## src/rtl/jump_base_rd_ctrl_if.sv

```systemverilog
// Bundle of the jump-base read controller's handshake and RF-port signals.
//   slave  : the controller side (jump_base_rd_ctrl)
//   master : the environment side (jump handler, scoreboard, alt requester, RF)
// Signals:
//   has_mispredict        flush, aborts any jump-base sequence
//   jmp_req/jmp_reg       jump base request and register index; jmp_ack accepts it
//   sb_query_reg/sb_busy  scoreboard query of the held register and its busy flag
//   alt_req/alt_reg       alternate read request; alt_gnt grants the port
//   alt_valid/alt_data    registered alternate read result
//   rf_rd_en/rf_rd_addr   RF read strobe and index; rf_rd_data returns a cycle later
//   jump_base_rdy         one-cycle pulse qualifying jump_base
interface jump_base_rd_ctrl_if #(
  parameter int unsigned DATA_W = 16,
  parameter int unsigned REG_W  = 4
);
  logic              has_mispredict;
  logic              jmp_req;
  logic [REG_W-1:0]  jmp_reg;
  logic              jmp_ack;
  logic [REG_W-1:0]  sb_query_reg;
  logic              sb_busy;
  logic              alt_req;
  logic [REG_W-1:0]  alt_reg;
  logic              alt_gnt;
  logic              alt_valid;
  logic [DATA_W-1:0] alt_data;
  logic              rf_rd_en;
  logic [REG_W-1:0]  rf_rd_addr;
  logic [DATA_W-1:0] rf_rd_data;
  logic              jump_base_rdy;
  logic [DATA_W-1:0] jump_base;

  modport slave (
    input  has_mispredict, jmp_req, jmp_reg, sb_busy, alt_req, alt_reg, rf_rd_data,
    output jmp_ack, sb_query_reg, alt_gnt, alt_valid, alt_data, rf_rd_en, rf_rd_addr,
           jump_base_rdy, jump_base
  );

  modport master (
    output has_mispredict, jmp_req, jmp_reg, sb_busy, alt_req, alt_reg, rf_rd_data,
    input  jmp_ack, sb_query_reg, alt_gnt, alt_valid, alt_data, rf_rd_en, rf_rd_addr,
           jump_base_rdy, jump_base
  );
endinterface

```

## src/rtl/jump_base_rd_ctrl.sv

```systemverilog
// Sequences the register-file read of a register-based jump's base value.
// Waits for the scoreboard to clear the base register, then reads it through
// the single fetch-side RF read port, which is shared with an alternate
// requester under starvation-bounded priority (jump wins unless alt has lost
// STARVE_MAX consecutive contested cycles).
// Ports:
//   clk    rising-edge clock
//   rst_n  asynchronous active-low reset
//   bus    jump_base_rd_ctrl_if.slave (request, scoreboard, alt and RF signals)
module jump_base_rd_ctrl #(
  parameter int unsigned DATA_W     = 16,
  parameter int unsigned REG_W      = 4,
  parameter int unsigned STARVE_MAX = 4
) (
  input  logic                 clk,
  input  logic                 rst_n,
  jump_base_rd_ctrl_if.slave   bus
);

  localparam int unsigned CNT_W = $clog2(STARVE_MAX + 1);

  typedef enum logic [1:0] {S_IDLE, S_WAIT, S_ISSUE, S_RESP} state_t;

  state_t            state;
  logic [REG_W-1:0]  held_reg;
  logic [CNT_W-1:0]  starve_cnt;
  logic              alt_pend;   // alt read issued last cycle, data on rf_rd_data now
  logic [DATA_W-1:0] rd_data;

  logic jump_want;
  logic starved;
  logic jump_win;
  logic alt_win;

  assign rd_data = bus.rf_rd_data;

  always_comb begin
    jump_want = 1'b0;
    if (state == S_ISSUE) jump_want = 1'b1;
    if (state == S_WAIT && !bus.sb_busy) jump_want = 1'b1;
    starved  = (starve_cnt == CNT_W'(STARVE_MAX));
    jump_win = jump_want && !(bus.alt_req && starved);
    alt_win  = bus.alt_req && !jump_win;
  end

  assign bus.jmp_ack      = (state == S_IDLE) && bus.jmp_req && !bus.has_mispredict;
  assign bus.sb_query_reg = held_reg;
  assign bus.alt_gnt      = alt_win;
  assign bus.rf_rd_en     = jump_win || alt_win;
  assign bus.rf_rd_addr   = jump_win ? held_reg : (alt_win ? bus.alt_reg : '0);

  always_ff @(posedge clk or negedge rst_n) begin
    if (!rst_n) begin
      state             <= S_IDLE;
      held_reg          <= '0;
      starve_cnt        <= '0;
      alt_pend          <= 1'b0;
      bus.alt_valid     <= 1'b0;
      bus.alt_data      <= '0;
      bus.jump_base_rdy <= 1'b0;
      bus.jump_base     <= '0;
    end else begin
      bus.jump_base_rdy <= 1'b0;

      // Alt reads are never cancelled by a flush.
      alt_pend      <= alt_win;
      bus.alt_valid <= alt_pend;
      if (alt_pend) bus.alt_data <= rd_data;

      if (alt_win)
        starve_cnt <= '0;
      else if (bus.alt_req && jump_win && !starved)
        starve_cnt <= starve_cnt + CNT_W'(1);

      // A flush wins over every transition; a jump read issued in the flush
      // cycle is simply never captured because RESP is not entered.
      case (state)
        S_IDLE: begin
          if (bus.jmp_req && !bus.has_mispredict) begin
            held_reg <= bus.jmp_reg;
            state    <= S_WAIT;
          end
        end
        S_WAIT: begin
          if (bus.has_mispredict)  state <= S_IDLE;
          else if (!bus.sb_busy)   state <= jump_win ? S_RESP : S_ISSUE;
        end
        S_ISSUE: begin
          if (bus.has_mispredict)  state <= S_IDLE;
          else if (jump_win)       state <= S_RESP;
        end
        S_RESP: begin
          state <= S_IDLE;
          if (!bus.has_mispredict) begin
            bus.jump_base     <= rd_data;
            bus.jump_base_rdy <= 1'b1;
          end
        end
        default: state <= S_IDLE;
      endcase
    end
  end

endmodule
```

## src/flat_wrapper.sv

```systemverilog
// flat-port wrapper written by rule: the top's interface ports become plain ports
module jump_base_rd_ctrl_flat 
#(
  parameter int unsigned DATA_W     = 16,
  parameter int unsigned REG_W      = 4,
  parameter int unsigned STARVE_MAX = 4
)
  (clk, rst_n, bus_has_mispredict, bus_jmp_req, bus_jmp_reg, bus_sb_busy, bus_alt_req, bus_alt_reg, bus_rf_rd_data, bus_jmp_ack, bus_sb_query_reg, bus_alt_gnt, bus_alt_valid, bus_alt_data, bus_rf_rd_en, bus_rf_rd_addr, bus_jump_base_rdy, bus_jump_base);
  jump_base_rd_ctrl_if #(.DATA_W(DATA_W), .REG_W(REG_W)) bus_i ();
  input  logic clk;
  input  logic rst_n;
  input wire logic [$bits(bus_i.has_mispredict)-1:0] bus_has_mispredict;
  input wire logic [$bits(bus_i.jmp_req)-1:0] bus_jmp_req;
  input wire logic [$bits(bus_i.jmp_reg)-1:0] bus_jmp_reg;
  input wire logic [$bits(bus_i.sb_busy)-1:0] bus_sb_busy;
  input wire logic [$bits(bus_i.alt_req)-1:0] bus_alt_req;
  input wire logic [$bits(bus_i.alt_reg)-1:0] bus_alt_reg;
  input wire logic [$bits(bus_i.rf_rd_data)-1:0] bus_rf_rd_data;
  output wire logic [$bits(bus_i.jmp_ack)-1:0] bus_jmp_ack;
  output wire logic [$bits(bus_i.sb_query_reg)-1:0] bus_sb_query_reg;
  output wire logic [$bits(bus_i.alt_gnt)-1:0] bus_alt_gnt;
  output wire logic [$bits(bus_i.alt_valid)-1:0] bus_alt_valid;
  output wire logic [$bits(bus_i.alt_data)-1:0] bus_alt_data;
  output wire logic [$bits(bus_i.rf_rd_en)-1:0] bus_rf_rd_en;
  output wire logic [$bits(bus_i.rf_rd_addr)-1:0] bus_rf_rd_addr;
  output wire logic [$bits(bus_i.jump_base_rdy)-1:0] bus_jump_base_rdy;
  output wire logic [$bits(bus_i.jump_base)-1:0] bus_jump_base;
  assign bus_i.has_mispredict = bus_has_mispredict;
  assign bus_i.jmp_req = bus_jmp_req;
  assign bus_i.jmp_reg = bus_jmp_reg;
  assign bus_i.sb_busy = bus_sb_busy;
  assign bus_i.alt_req = bus_alt_req;
  assign bus_i.alt_reg = bus_alt_reg;
  assign bus_i.rf_rd_data = bus_rf_rd_data;
  assign bus_jmp_ack = bus_i.jmp_ack;
  assign bus_sb_query_reg = bus_i.sb_query_reg;
  assign bus_alt_gnt = bus_i.alt_gnt;
  assign bus_alt_valid = bus_i.alt_valid;
  assign bus_alt_data = bus_i.alt_data;
  assign bus_rf_rd_en = bus_i.rf_rd_en;
  assign bus_rf_rd_addr = bus_i.rf_rd_addr;
  assign bus_jump_base_rdy = bus_i.jump_base_rdy;
  assign bus_jump_base = bus_i.jump_base;
  jump_base_rd_ctrl #(.DATA_W(DATA_W), .REG_W(REG_W), .STARVE_MAX(STARVE_MAX)) u_core (.clk(clk), .rst_n(rst_n), .bus(bus_i));
endmodule
```

## config.mk

```make
export PLATFORM = sky130hd
export DESIGN_NAME = jump_base_rd_ctrl_flat
export DESIGN_NICKNAME = d
export VERILOG_FILES = /design/src/rtl/jump_base_rd_ctrl_if.sv /design/src/rtl/jump_base_rd_ctrl.sv /design/src/flat_wrapper.sv
export SDC_FILE = /design/constraint.sdc
export NUM_CORES = 1
export LEC_CHECK = 0
export ABC_AREA = 1
export BUFFER_PORTS_ARGS = -buffer_cell sky130_fd_sc_hd__buf_4
export CAP_MARGIN = 5
export CORE_MARGIN = 1
export CORE_UTILIZATION = 40
export CTS_CLUSTER_DIAMETER = 60
export CTS_CLUSTER_SIZE = 8
export DETAILED_ROUTE_END_ITERATION = 10
export HOLD_SLACK_MARGIN = 0.02
export PLACE_DENSITY = 0.8
export SLEW_MARGIN = 20
export SYNTH_ARGS = -nofsm -noshare
export SYNTH_HDL_FRONTEND = slang
export SYNTH_SLANG_ARGS = --single-unit
```

## constraint.sdc

```tcl
create_clock -name clk -period 2.2 [get_ports clk]
set_input_delay 0.11 -clock clk [delete_from_list [all_inputs] [get_ports clk]]
set_output_delay 0.11 -clock clk [all_outputs]
set_load 0.005 [all_outputs]
```

==> results_dict.tcl <==
set metrics [dict create \
    setup_viol 0 \
    clock_latency_ps 280 \
    leakage_nw 1.38 \
    synth_seq_cells 44 \
    post_cts_resized 0 \
    rsz0062_at_grt "false" \
    io_pins 75 \
    cts_tree "done" \
    num_vias 1506 \
    async_reset_ff_share_pct 100 \
    vias_per_cell 4.71 \
    irDropWorstVdd_mv 0.489 \
    synth_edf_count 0 \
    placed_cells 307 \
    synth_seq_area_share_pct 60.5 \
    clkTransAtPathRegs_ps 80 \
    grt_pass1_wl_um 6600 \
    powerDensity_nw_per_um2 1220 \
    max_stage_delay_ps 380 \
    drv_cap 0 \
    drc 0 \
    antenna_found_initial 0 \
    cts_max_level 2 \
    cts_sinks 44 \
    clockBufferDepth 2 \
    period_minus_slack_ps 1850 \
    synth_commonest_cells "nand2_1 (76), dfrtp_1 (44), mux2_2 (15)" \
    postRouteAntennaNets 0 \
    hold_viol_final 0 \
    globalRouteOverflowTotal 0 \
    placementRows 24 \
    finalCritPeriodShare_pct 84.1 \
    drt_wl_total_um 3940 \
    synth_cell_types 18 \
    area_growth_pct 40.7 \
    yosysMostFrequentCell "nand2_1" \
    critPathRequiredTime_ps 2090 \
    yosysTopAreaCellShare_pct 60.5 \
    cts_setup_buffers 0 \
    core_area_um2 4350 \
    slew-limit-headroom_pct 64.4 \
    slowest_stage "dfrtp_1" \
    fin_nets 299 \
    holdCritPathClass "input port to register" \
    tns_ps 0 \
    crit_family "simple AND/OR/NAND/NOR gates" \
    avgSynthCellArea_um2 9.89 \
    synth_largest_area_cell "dfrtp_1" \
    place_hpwl_um 2830 \
    crit_fanout 7 \
    syn_nets 216 \
    crit_type "register to output pin" \
    cpMostUsedCell "nand2_1" \
    start_kind "register" \
    initialDrtViolationCount 60 \
    cts_made_buffers 5 \
    diodes 0 \
    hold_buffers 5 \
    worst_pin_slew_ps 534 \
    io_buffers 74 \
    synth_flop_cell "dfrtp_1" \
    cts-root-buf "clkbuf_8" \
    outcome "finished, final reports clean" \
    initial_core_util_pct 41.8 \
    gp_congestion 0.750 \
    synth.top_cells.by_area "dfrtp_1 (60%), nand2_1 (16%), mux2_2 (9.3%)" \
    first_pass_iters 6 \
    grt_pass1_vias 1520 \
    worst-path-buf-inv 3 \
    path_cells "inv_1, ha_1, nand3_1, nand2_1, nand2_1, inv_2, nand2_1, nand2_1, buf_4" \
    syn-cell-area_um2 1820 \
    die_w_um 69.5 \
    synthCells 184 \
    arrival_ps 1740 \
    fmax_ghz 0.541 \
    grt_usage_pct 17.4 \
    drive_gt1_share_pct 39.2 \
    die_h_um 69.5 \
    grt_max_degree 45 \
    stdcell_count 320 \
    maxSlewViolCount 0 \
    end_kind "output pin" \
    wl_per_cell_um 12.3 \
    finalClockSkew_ps 5.19 \
    dieArea_um2 4820 \
    ys_warn_count 0 \
]
[area by class of cell]
type	instances	area [um2]
Sequential cell	44	1100
Tap cell	52	65.1
Inverter	14	55.1
Fill cell	387	1790
Clock inverter	2	10.0
Clock buffer	6	82.6
Timing Repair Buffer	81	621
Multi-Input combinational cell	121	627
[power by group]
group,switching [mW],internal (mW)
registers,0.206,1.15
logic,0.540,0.717
clock network,0.255,0.251
[metal layers]
metal | global-route usage, % | up-vias | share of wire [%]
li1 | - | 739 | -
met1 | 19.5 | 714 | 41
met2 | 31.6 | 51 | 52
met3 | 4.36 | 2 | 6.3
met4 | 6.12 | 0 | 0.61
met5 | 0 | - | 0
[cell usage in the layout, fill, tap and decap left out]
cell,n
o21ai_1,1
a21boi_0,1
ha_1,2
clkinv_2,2
nor3_4,1
nor3_1,1
clkbuf_8,6
inv_1,10
dlygate4sd3_1,5
a21oi_1,2
inv_4,1
nor2_1,6
buf_4,76
or2_2,1
nand3_1,12
inv_2,3
dfrtp_1,44
mux2_2,15
o21ai_0,3
nand2_1,76
[through the flow]
stage	utilization (%)	power, mW	hold WS [ps]	cell area [um2]	setup slack [ps]
after floorplan	-	1.91	-186	1820	930
after global placement	55.5	2.58	134	2420	785
after detailed placement	55.5	2.64	136	2420	660
after CTS	58.8	3.15	22.7	2560	345
after global routing	58.8	3.36	28.3	2560	182
final	58.8	3.12	30.9	2560	350
[worst min-delay path: cells and delay by family]
kind,cells,cell delay (ps)
buffers and inverters,1,80
AND/OR/NAND/NOR,2,90
[final timing paths]
path / cells past startpoint / startpoint / slack, ps / to
hold / removal: 3 / bus_rf_rd_data[9] / 30 / u_core.bus.jump_base[9]$_DFFE_PN0P_
setup reg to reg: 7 / u_core.starve_cnt[0]$_DFFE_PN0P_ / 840 / u_core.starve_cnt[2]$_DFFE_PN0P_
setup / recovery: 9 / u_core.starve_cnt[0]$_DFFE_PN0P_ / 350 / bus_rf_rd_addr[2]
max in group asynchronous: 2 / rst_n / 1480 / u_core.starve_cnt[2]$_DFFE_PN0P_
min in group asynchronous: 2 / rst_n / 360 / u_core.bus.jump_base[2]$_DFFE_PN0P_
hold reg to reg: 2 / u_core.bus.jump_base[6]$_DFFE_PN0P_ / 480 / u_core.bus.jump_base[6]$_DFFE_PN0P_
[kinds of logic (layout without fill, tap and decap cells)]
kind of cell / after synthesis / after routing / synth area share [%]
AND/OR/NAND/NOR: 97 / 97 / 21.7
AO/OA/AOI/OAI: 7 / 7 / 2.06
flip-flops: 44 / 44 / 60.5
adder cells (fa/ha/maj): 2 / 2 / 1.37
multiplexers: 15 / 15 / 9.28
buffers and inverters: 19 / 103 / 5.09
(Power assumes the default switching activity.)
